## src/rtl/song_sequencer_pkg.sv

```systemverilog
// Shared definitions for the song sequencer: FSM states, ROM word layout,
// note values and control encodings.
package song_sequencer_pkg;

   typedef enum logic [2:0] {
      ST_IDLE,
      ST_FETCH,
      ST_LOAD,
      ST_PLAY,
      ST_GAP,
      ST_DONE
   } state_t;

   // ROM word layout: {end, note[3:0], octave[1:0], dur[3:0]}
   localparam int ROM_W   = 11;
   localparam int END_BIT = 10;
   localparam int NOTE_HI = 9;
   localparam int NOTE_LO = 6;
   localparam int OCT_HI  = 5;
   localparam int OCT_LO  = 4;
   localparam int DUR_HI  = 3;
   localparam int DUR_LO  = 0;

   localparam logic [3:0] REST = 4'd0;
   localparam logic [3:0] DO   = 4'd1;
   localparam logic [3:0] RE   = 4'd2;
   localparam logic [3:0] MI   = 4'd3;
   localparam logic [3:0] FA   = 4'd4;
   localparam logic [3:0] SOL  = 4'd5;
   localparam logic [3:0] LA   = 4'd6;
   localparam logic [3:0] SI   = 4'd7;

   localparam logic [2:0] MODE_AUTO = 3'b010;

   localparam int SEL_NEXT   = 0;
   localparam int SEL_PREV   = 1;
   localparam int SEL_REPLAY = 2;

   // A select request only counts when exactly one of its bits is set.
   function automatic logic single_select(input logic [2:0] sel);
      return (sel == 3'b001) || (sel == 3'b010) || (sel == 3'b100);
   endfunction

endpackage

```

## src/rtl/song_sequencer_led.sv

```systemverilog
// One-hot LED display of the note currently on the buzzer.
module note_led_decode
   import song_sequencer_pkg::*;
(
   input  logic [3:0] note,
   output logic [6:0] led
);

   always_comb begin
      led = '0;
      case (note)
         DO:      led = 7'b0000001;
         RE:      led = 7'b0000010;
         MI:      led = 7'b0000100;
         FA:      led = 7'b0001000;
         SOL:     led = 7'b0010000;
         LA:      led = 7'b0100000;
         SI:      led = 7'b1000000;
         default: led = '0;
      endcase
   end

endmodule

```

## src/rtl/song_sequencer.sv

```systemverilog
// Auto-play song sequencer: walks a song's notes out of an external ROM,
// holding each note for its beat count followed by a short silent gap.
module song_sequencer
   import song_sequencer_pkg::*;
#(
   parameter  int SONG_CNT  = 4,
   parameter  int STEP_W    = 6,
   parameter  int GAP_TICKS = 1,
   localparam int IDX_W     = (SONG_CNT > 1) ? $clog2(SONG_CNT) : 1
) (
   input  logic                     clk,
   input  logic                     reset,
   input  logic                     start,
   input  logic [2:0]               song_select,
   input  logic [2:0]               mode,
   input  logic                     beat_tick,
   output logic [IDX_W+STEP_W-1:0]  rom_addr,
   input  logic [ROM_W-1:0]         rom_data,
   output logic [3:0]               note_out,
   output logic [1:0]               octave_out,
   output logic [6:0]               led_out,
   output logic [3:0]               song_num,
   output logic                     busy,
   output logic                     done
);

   localparam int GAP_W    = (GAP_TICKS > 1) ? $clog2(GAP_TICKS) : 1;
   localparam int GAP_LAST = (GAP_TICKS > 0) ? GAP_TICKS - 1 : 0;
   localparam logic [STEP_W-1:0] STEP_MAX = {STEP_W{1'b1}};
   localparam logic [IDX_W-1:0]  IDX_LAST = IDX_W'(SONG_CNT - 1);

   state_t             state, state_nxt;
   logic [IDX_W-1:0]   song_idx, song_idx_nxt;
   logic [STEP_W-1:0]  step, step_nxt;
   logic [3:0]         dur_cnt, dur_cnt_nxt;
   logic [GAP_W-1:0]   gap_cnt, gap_cnt_nxt;
   logic [3:0]         note_nxt;
   logic [1:0]         octave_nxt;

   logic               sel_valid;
   logic               auto_mode;
   logic               rom_end;
   logic [3:0]         rom_note;
   logic [1:0]         rom_oct;
   logic [3:0]         rom_dur;

   assign rom_end  = rom_data[END_BIT];
   assign rom_note = rom_data[NOTE_HI:NOTE_LO];
   assign rom_oct  = rom_data[OCT_HI:OCT_LO];
   assign rom_dur  = rom_data[DUR_HI:DUR_LO];

   assign sel_valid = single_select(song_select);
   assign auto_mode = (mode == MODE_AUTO);

   assign busy     = (state == ST_FETCH) || (state == ST_LOAD) ||
                     (state == ST_PLAY)  || (state == ST_GAP);
   assign done     = (state == ST_DONE);
   assign rom_addr = {song_idx, step};
   assign song_num = 4'(song_idx);

   always_ff @(posedge clk) begin
      if (reset) begin
         state      <= ST_IDLE;
         song_idx   <= '0;
         step       <= '0;
         dur_cnt    <= '0;
         gap_cnt    <= '0;
         note_out   <= REST;
         octave_out <= '0;
      end else begin
         state      <= state_nxt;
         song_idx   <= song_idx_nxt;
         step       <= step_nxt;
         dur_cnt    <= dur_cnt_nxt;
         gap_cnt    <= gap_cnt_nxt;
         note_out   <= note_nxt;
         octave_out <= octave_nxt;
      end
   end

   // Song selection outranks a mode drop, which outranks normal sequencing.
   always_comb begin
      state_nxt    = state;
      song_idx_nxt = song_idx;
      step_nxt     = step;
      dur_cnt_nxt  = dur_cnt;
      gap_cnt_nxt  = gap_cnt;
      note_nxt     = note_out;
      octave_nxt   = octave_out;

      if (sel_valid && song_select[SEL_NEXT]) begin
         song_idx_nxt = (song_idx == IDX_LAST) ? '0 : song_idx + 1'b1;
         state_nxt    = ST_IDLE;
         note_nxt     = REST;
      end else if (sel_valid && song_select[SEL_PREV]) begin
         song_idx_nxt = (song_idx == '0) ? IDX_LAST : song_idx - 1'b1;
         state_nxt    = ST_IDLE;
         note_nxt     = REST;
      end else if (sel_valid && song_select[SEL_REPLAY] && auto_mode) begin
         step_nxt    = '0;
         dur_cnt_nxt = '0;
         gap_cnt_nxt = '0;
         state_nxt   = ST_FETCH;
         note_nxt    = REST;
      end else if (!auto_mode && busy) begin
         state_nxt = ST_IDLE;
         note_nxt  = REST;
      end else begin
         case (state)
            ST_IDLE: begin
               if (start && auto_mode) begin
                  step_nxt  = '0;
                  state_nxt = ST_FETCH;
               end
            end
            ST_FETCH: state_nxt = ST_LOAD;
            ST_LOAD: begin
               if (rom_end || (rom_dur == 4'd0)) begin
                  state_nxt = ST_DONE;
                  note_nxt  = REST;
               end else begin
                  state_nxt   = ST_PLAY;
                  note_nxt    = (rom_note <= SI) ? rom_note : REST;
                  octave_nxt  = rom_oct;
                  dur_cnt_nxt = rom_dur;
               end
            end
            ST_PLAY: begin
               if (beat_tick) begin
                  if (dur_cnt <= 4'd1) begin
                     dur_cnt_nxt = '0;
                     note_nxt    = REST;
                     if (GAP_TICKS == 0) begin
                        if (step == STEP_MAX) begin
                           state_nxt = ST_DONE;
                        end else begin
                           step_nxt  = step + 1'b1;
                           state_nxt = ST_FETCH;
                        end
                     end else begin
                        gap_cnt_nxt = '0;
                        state_nxt   = ST_GAP;
                     end
                  end else begin
                     dur_cnt_nxt = dur_cnt - 1'b1;
                  end
               end
            end
            ST_GAP: begin
               if (beat_tick) begin
                  if (gap_cnt == GAP_W'(GAP_LAST)) begin
                     gap_cnt_nxt = '0;
                     if (step == STEP_MAX) begin
                        state_nxt = ST_DONE;
                     end else begin
                        step_nxt  = step + 1'b1;
                        state_nxt = ST_FETCH;
                     end
                  end else begin
                     gap_cnt_nxt = gap_cnt + 1'b1;
                  end
               end
            end
            ST_DONE: begin
               state_nxt = ST_IDLE;
               note_nxt  = REST;
            end
            default: begin
               state_nxt = ST_IDLE;
               note_nxt  = REST;
            end
         endcase
      end
   end

   note_led_decode u_led (
      .note (note_out),
      .led  (led_out)
   );

endmodule

```

## config.mk

```make
export PLATFORM = sky130hd
export DESIGN_NAME = song_sequencer
export DESIGN_NICKNAME = d
export VERILOG_FILES = /design/src/rtl/song_sequencer_pkg.sv /design/src/rtl/song_sequencer_led.sv /design/src/rtl/song_sequencer.sv
export SDC_FILE = /design/constraint.sdc
export NUM_CORES = 1
export LEC_CHECK = 0
export CORE_MARGIN = 5
export CORE_UTILIZATION = 45
export DETAILED_ROUTE_END_ITERATION = 8
export GPL_TIMING_DRIVEN = 0
export PLACE_DENSITY = 0.79
export SYNTH_ARGS = -nofsm -noshare
export SYNTH_HDL_FRONTEND = slang
export SYNTH_SLANG_ARGS = --single-unit
```

## constraint.sdc

```tcl
create_clock -name clk -period 2.52 [get_ports clk]
set_input_delay 0.504 -clock clk [delete_from_list [all_inputs] [get_ports clk]]
set_output_delay 0.504 -clock clk [all_outputs]
set_load 0.005 [all_outputs]
```

After elaboration in Yosys (flattened, before gate mapping)
Cells that the tools add are included.
Widths: inputs -> output; s select.
{"block": "totals", "regBits": 22, "input_bits": 21, "word_cells": 127}
{"block": "op_classes", "add_sub_neg": 5, "order_cmp": 2, "n_eq_ne": 36, "muxes": 40, "n_bitwise": 6, "reduce_logical": 30}
{"op": "$pmux 7 s7", "count": 1}
{"op": "$mux 4", "count": 9}
{"op": "$mux 6", "count": 6}
{"op": "$mux 3", "count": 7}
{"op": "$eq 4x3->1 const B", "count": 4}
{"op": "$pmux 3 s5", "count": 1}
{"op": "$eq 3x2->1 const B", "count": 4}
{"op": "$ne 4x2->1 const B", "count": 3}
{"op": "$pmux 4 s3", "count": 1}
{"op": "$pmux 6 s2", "count": 1}
{"op": "$reduce_and 6->1", "count": 2}
{"op": "$ne 2x2->1 const B", "count": 5}
{"op": "$reduce_and 5->1", "count": 2}
{"op": "$eq 3x3->1 const B", "count": 3}
{"op": "$ne 3x2->1 const B", "count": 3}
{"op": "$ne 3x3->1 const B", "count": 3}
{"op": "$reduce_bool 3->1", "count": 3}
{"op": "$eq 4x2->1 const B", "count": 2}
{"op": "$mux 1", "count": 8}
{"op": "$mux 2", "count": 4}
{"op": "$pmux 4 s2", "count": 1}
{"op": "$reduce_and 8->1", "count": 1}
{"op": "$reduce_and 7->1", "count": 1}
{"op": "$add 6x1->6 const B", "count": 1}
{"op": "26 further kinds", "count": 43}

Longest topological paths before layout
Gate-level depths: netlist of the first run.
{"block": "logic_depth", "word_depth": 7, "ltp_mapped": 7}

Modules after synthesis
From an unflattened synthesis of the first run, not the netlist that was laid out.
{"block": "hier_totals", "cells_unflattened": 175, "area_unflattened_um2": 1456.4}
{"mod": "song_sequencer", "instances": 1, "cells_each": 168, "area_per_inst_um2": 1381.3, "seq_area_each_um2": 420.4}
{"mod": "note_led_decode", "instances": 1, "cells_each": 7, "area_per_inst_um2": 75.1, "seq_area_each_um2": 0.0}

Least setup slack after synthesis of the first run
No wires, ideal clock.
{"block": "synth_timing", "path_type": "in2reg", "startpoint": "in mode[0]", "endpoint": "reg step[3]", "setup_time_ps": 87, "arrival_ps": 1763, "required_time_ps": 2433, "slack_ps": 670, "path_stages": 5, "cell_sequence": "nor3b_4 -> o21ai_2 -> a2111oi_4 -> nand4_2 -> a221oi_2"}
{"block": "synth_via", "elab_chain_cells": 5, "word_cells_on_any_way": 13, "classes_between": "6 x eq/ne; 1 x mux; 6 x reduce/logical"}
{"element": "from (decl)", "line_no": "song_sequencer.sv:15", "rtl": "input logic [2:0] mode,"}
{"element": "$eq 3x2->1 *", "line_no": "song_sequencer.sv:53", "rtl": "assign auto_mode = (mode == MODE_AUTO);"}
{"element": "$logic_not 1->1", "line_no": "song_sequencer.sv:105", "rtl": "end else if (!auto_mode && busy) begin"}
{"element": "$logic_and 1x1->1", "line_no": "song_sequencer.sv:105"}
{"element": "$ne 2x2->1 (no source line)"}
{"element": "$reduce_and 8->1 (no source line)"}
{"element": "to (signal assigned)", "line_no": "song_sequencer.sv:73", "rtl": "step <= step_nxt;"}
{"element": "to (decl)", "line_no": "song_sequencer.sv:34", "rtl": "logic [STEP_W-1:0] step, step_nxt;"}
Mark *: on every way between the ends. The rest lies on a longest branch, timed or not.
A chain may end at the register's enable or synchronous reset.

Worst setup path after layout of the first run
Same ends and word-level chain as after synthesis.

==> qor.yml, run 1 <==
area_delta_synth_final_pct: 37.0
cts_resized: 0
drtIter0Drc: 77
cts_made_buffers: 3
worstSetupPathType: "in2reg"
drcViolationCount: 0
crit_required_ns: 2.76
synth_edf_count: 0
synth_area_sq_um: 1420
clkLatencyLatePin_ns: 0.32
arrival_ns: 2.51
min_period_ns: 2.27
grt_max_degree: 13
port_buffers: 44
globalplace.congestion: 0.865
die_y_microns: 66.3
slowest_stage: "clkdlybuf4s50_1"
drtAntennaViolNets: 0
ir_drop_mv: 0.262
dpl.hpwl_microns: 3060
cts_sinks: 21
timing.fmax_mhz: 440
status: "finished clean"
fin_nets: 248
drive_gt1_frac: 0.104
syn_inst: 172
critPathMaxStageDelay_ns: 0.45
synthFlopType: "dfxtp_1"
power_leakage_nw: 0.670
synth_top_area_share: 0.295
hold_buffers: 0
diodes: 0
regArea_sq_um: 420
yosysSeqAreaShare: 0.295
hold_path.class: "reg2reg"
rsz0062_at_grt: "false"
async_flop_share: 0
viasPerCell: 5.55
die-area_sq_um: 4390
n_fill_cell: 290
worstMarginPinSlew_ns: 0.614
stdcell_count: 265
path_max_fanout: 9
multi_input_area_sq_um: 917
start_kind: "input port"
core_sq_um: 3050
wl_per_cell_microns: 14.5
clock_skew_ns: 0.00212
dieWidth_microns: 66.3
synth_top_area_cell: "dfxtp_1"
p_per_area_nw_per_um2: 334
critical_path.cell_chain: "clkdlybuf4s50_1 -> nor3b_4 -> o21ai_2 -> a2111oi_4 -> nand4_2 -> a221oi_2"
finalHoldViolCount: 0
clkTransAtPathRegs_ns: 0.12
ys_ff_latch: 21
grt_pass1_vias: 1462
clock_path_buffers: 2
io-pin-count: 48
totalWireLength_microns: 3850
synthTopCellsByArea: "dfxtp_1 30%, nor2_1 4.7%, ha_1 4.4%"
cts_tree: "done"
synth_cell_type_count: 50
cp_top_family: "compound AO/OA/AOI/OAI gates"
ys.warnings.count: 0
cts_setup_buffers: 0
final-max-slew-violation-count: 0
grt_pass1_wl_microns: 6400
syn_area_per_cell_sq_um: 8.28
root_buffer: "clkbuf_4"
relSlewSlack: 0.591
vias: 1472
initial_core_util: 0.466
path_buf_inv: 1
finalSetupViolations: 0
rows: 20
fin_ws_ns: 0.247
dp.cells: 261
first_pass_iters: 6
pre_cts_ws_ns: -0.0587
end_kind: "register"
grt-ovfl-total: 0
grtUsageTotal: 0.186
cts_max_level: 1
p_total_uw: 652
fin_crit_sh: 0.902
drv_cap: 0
antenna_found_initial: 0
-- power breakdown --
part           leakage (nW)  switching [mW]  internal (mW)
clock network        0.0177           0.114         0.0596
registers             0.170         0.00743          0.337
logic                 0.483          0.0594         0.0742
total                 0.670           0.181          0.471
-- worst reg2reg max path, delay by kind of cell (launching register included) --
kind	cells	cell delay (ns)
simple gates	2	0.38
compound gates	3	0.98
fa+ha+maj	1	0.27
flops	1	0.39
-- through the flow --
| stage | hold slack [ns] | area, sq um | TNS (ns) | util |
|---|---|---|---|---|
| 3_5_place_dp | 0.477 | 1920 | -0.0587 | 0.630 |
| 3_3_place_gp | 0.473 | 1920 | 0 | 0.630 |
| 2_1_floorplan | 0.465 | 1430 | 0 | - |
| 4_1_cts | 0.492 | 1950 | 0 | 0.639 |
| 6_report | 0.489 | 1950 | 0 | 0.639 |
| 5_1_grt | 0.533 | 1950 | 0 | 0.639 |
-- final cells by class --
| class | instances | share of cell area |
|---|---|---|
| repair buffers | 44 | 0.226 |
| clock inverters | 1 | 0.00257 |
| plain buffers | 10 | 0.0308 |
| flip-flops and latches | 21 | 0.216 |
| multi-input cells | 134 | 0.470 |
| well taps | 44 | 0.0282 |
| inverters | 8 | 0.0154 |
| clock buffers | 3 | 0.0115 |
-- Yosys cell counts, drive strengths merged (3+ instances only) --
cell type and n:
nand2 15, nand2b 8, a22oi 5, xnor2 3, o41ai 3, ha 5, nor2 18, nor3 9
mux2i 5, nand3 4, nand3b 3, dfxtp 21, buf 8, o21ai 9, inv 8, a311oi 4
a21oi 9
-- cell usage in the layout (no fill, tap or decap), types with 3 or more instances in the layout --
| cell type | synthesis | final |
|---|---|---|
| a311oi_1 | 4 | 4 |
| nand3b_1 | 3 | 3 |
| nand3_1 | 4 | 4 |
| inv_1 | 8 | 8 |
| nor2_1 | 18 | 18 |
| mux2i_1 | 5 | 5 |
| ha_1 | 5 | 5 |
| a22oi_1 | 5 | 5 |
| buf_4 | 5 | 5 |
| nand2_1 | 15 | 15 |
| buf_2 | 3 | 3 |
| xnor2_1 | 3 | 3 |
| nand2b_1 | 8 | 8 |
| clkbuf_4 | 0 | 3 |
| o21ai_0 | 6 | 6 |
| dfxtp_1 | 21 | 21 |
| nor3_1 | 9 | 9 |
| clkdlybuf4s50_1 | 0 | 44 |
| a21oi_1 | 9 | 9 |
-- worst paths after layout --
| kind | start | end | slack [ns] | depth (start not counted) |
|---|---|---|---|---|
| min reg2reg | step[5] | step[5] | 0.49 | 1 |
| max | mode[0] | step[3] | 0.25 | 6 |
| min | step[5] | step[5] | 0.49 | 1 |
| max reg2reg | step[0] | step[3] | 0.42 | 6 |
-- sequential cells by signal, indices dropped and copies added (netlist names) --
register / cells
song_idx: 2
note_out: 4
state: 3
step: 6
dur_cnt: 4
octave_out: 2
-- logic make-up after synthesis --
kind of cell | count (synthesis) | share of synthesized area
muxes | 5 | 0.0352
other | 1 | 0.00263
and+or+nand+nor | 74 | 0.293
adders and majority gates | 5 | 0.0439
xor gates and xnor gates | 3 | 0.0185
DFF | 21 | 0.295
AOI/OAI and AO/OA | 45 | 0.249
buffers and inverters | 18 | 0.0633
-- per-layer routing --
metal / wire length, microns / GRT usage
met5: 0 / 0
met4: 75 / 0.0888
met3: 236 / 0.0408
met2: 1890 / 0.332
met1: 1650 / 0.206
No activity file was read; power rests on OpenSTA's default activity.
==> run 2: changes to the inputs <==
--- a/config.mk
+++ b/config.mk
@@ -6,10 +6,11 @@
 export NUM_CORES = 1
 export LEC_CHECK = 0
 export CORE_MARGIN = 5
-export CORE_UTILIZATION = 45
+export CORE_UTILIZATION = 35
 export DETAILED_ROUTE_END_ITERATION = 8
+export GPL_ROUTABILITY_DRIVEN = 0
 export GPL_TIMING_DRIVEN = 0
-export PLACE_DENSITY = 0.79
 export SYNTH_ARGS = -nofsm -noshare
 export SYNTH_HDL_FRONTEND = slang
 export SYNTH_SLANG_ARGS = --single-unit
+export TNS_END_PERCENT = 5
==> run 2 against run 1 <==
  * Power increased by 8.1%
  * Critical endpoint unchanged
  * Count of clock-buffer cells in the layout increased by 1
  * Register-to-register slack improved by 0.13 ns
  * Combinational power about the same
==> qor.yml, run 2 (synthesized netlist as in run 1, its figures left out) <==
status: "finished clean"
multi_input_area_sq_um: 917
drive_gt1_frac: 0.0995
largest-register: "step"
cts_sinks: 21
clock_path_buffers: 2
cts_resized: 0
totalWireLength_microns: 3690
drtIter0Drc: 63
hold_path.class: "reg2reg"
drtAntennaViolNets: 0
cts_made_buffers: 3
largest_reg_flops: 6
first_pass_iters: 5
cts_tree: "done"
wl_per_cell_microns: 13.6
grt_pass1_wl_microns: 6210
reg2reg_setup_slack_ns: 0.55
drcViolationCount: 0
ir_drop_mv: 0.216
dpl.hpwl_microns: 2900
min_period_ns: 2.21
stdcell_count: 271
die-area_sq_um: 5440
clock_skew_ns: 0.00338
r2r_end: "step[3]"
grt_pass1_vias: 1412
root_buffer: "clkbuf_8"
p_per_area_nw_per_um2: 357
finalHoldViolCount: 0
vias: 1411
r2r-start: "step[0]"
core_sq_um: 3970
hold_end: "step[5]"
regArea_sq_um: 420
io-pin-count: 48
rsz0062_at_grt: "false"
port_buffers: 44
crit_required_ns: 2.71
hp-start: "step[5]"
grt_max_degree: 12
final-max-slew-violation-count: 0
layout_commonest_cell: "clkdlybuf4s50_1"
n_fill_cell: 382
path_max_fanout: 9
diodes: 0
grt-ovfl-total: 0
antenna_found_initial: 0
holdWs_ns: 0.487
r2r_cells: 6
whs_path_depth: 1
grtUsageTotal: 0.143
hold_buffers: 0
end_kind: "register"
start_kind: "input port"
die_y_microns: 73.8
initial_core_util: 0.359
cts_setup_buffers: 0
clkLatencyLatePin_ns: 0.27
clkTransAtPathRegs_ns: 0.08
fin_util: 0.497
timing.fmax_mhz: 453
finalSetupViolations: 0
worstSetupPathType: "in2reg"
worstMarginPinSlew_ns: 0.542
fin_crit_sh: 0.876
relSlewSlack: 0.639
power_leakage_nw: 0.675
fin_nets: 248
area_delta_synth_final_pct: 38.8
dieWidth_microns: 73.8
largestRegisters: "step x6, dur_cnt x4, note_out x4"
rows: 23
drv_cap: 0
arrival_ns: 2.39
fin_setup_tns_ns: 0
layout_common_cells: "44 x clkdlybuf4s50_1, 21 x dfxtp_1, 18 x nor2_1"
cts_max_level: 1
viasPerCell: 5.21
dp.cells: 267
==> run 2: how the worst max path moves through the flow <==
stage / slack, ns / startpoint / depth (start not counted) / endpoint
final: 0.31 / mode[0] / 6 / step[3]
after CTS: 0.30 / mode[0] / 6 / step[3]
after global placement: 0.05 / mode[0] / 6 / step[3]
after detailed placement: 0.03 / mode[0] / 6 / step[3]
after floorplan: 0.67 / mode[0] / 5 / step[3]
after global routing: 0.13 / song_select[0] / 7 / dur_cnt[1]
==> run 2: where the power goes <==
group / total [mW] / leakage (nW) / internal (mW) / switching [mW]
registers: 0.344 / 0.170 / 0.337 / 0.00734
logic: 0.132 / 0.483 / 0.0743 / 0.0577
clock network: 0.229 / 0.0228 / 0.113 / 0.116
total: 0.705 / 0.675 / 0.524 / 0.181
==> run 2: area by class of cell <==
class                           instances  share of cell area
Buffer                                 10              0.0304
Tap cell                               50              0.0317
Inverter                                8              0.0152
Timing Repair Buffer                   44               0.223
Sequential cell                        21               0.213
Clock buffer                            4              0.0228
Multi-Input combinational cell        134               0.464
==> run 2: per-stage QoR <==
step	power (mW)	setup slack, ns	cell area [sq um]
finish	0.705	0.314	1980
global route	0.750	0.132	1980
CTS	0.719	0.302	1980
detailed placement	0.484	0.0266	1930
global placement	0.482	0.0452	1930
floorplan	0.420	0.670	1430
==> run 2: routing by layer <==
metal	vias to the layer above	track usage	routed length [microns]
li1	724	-	-
met1	633	0.177	1650
met2	49	0.242	1750
met3	5	0.0328	243
met4	0	0.0503	51
met5	-	0	0
==> run 2: critical path: stages <==
cell	delay (ns)
clkdlybuf4s50_1	0.44
nor3b_4	0.40
o21ai_2	0.13
a2111oi_4	0.44
nand4_2	0.19
a221oi_2	0.28
==> run 3: changes to the inputs <==
--- a/config.mk
+++ b/config.mk
@@ -8,7 +8,7 @@
 export CORE_MARGIN = 5
 export CORE_UTILIZATION = 35
 export DETAILED_ROUTE_END_ITERATION = 8
-export GPL_ROUTABILITY_DRIVEN = 0
+export GPL_ROUTABILITY_DRIVEN = 1
 export GPL_TIMING_DRIVEN = 0
 export SYNTH_ARGS = -nofsm -noshare
 export SYNTH_HDL_FRONTEND = slang
==> results of run 3 <==
Final layout, timing and power as in run 2 (identical DEF).
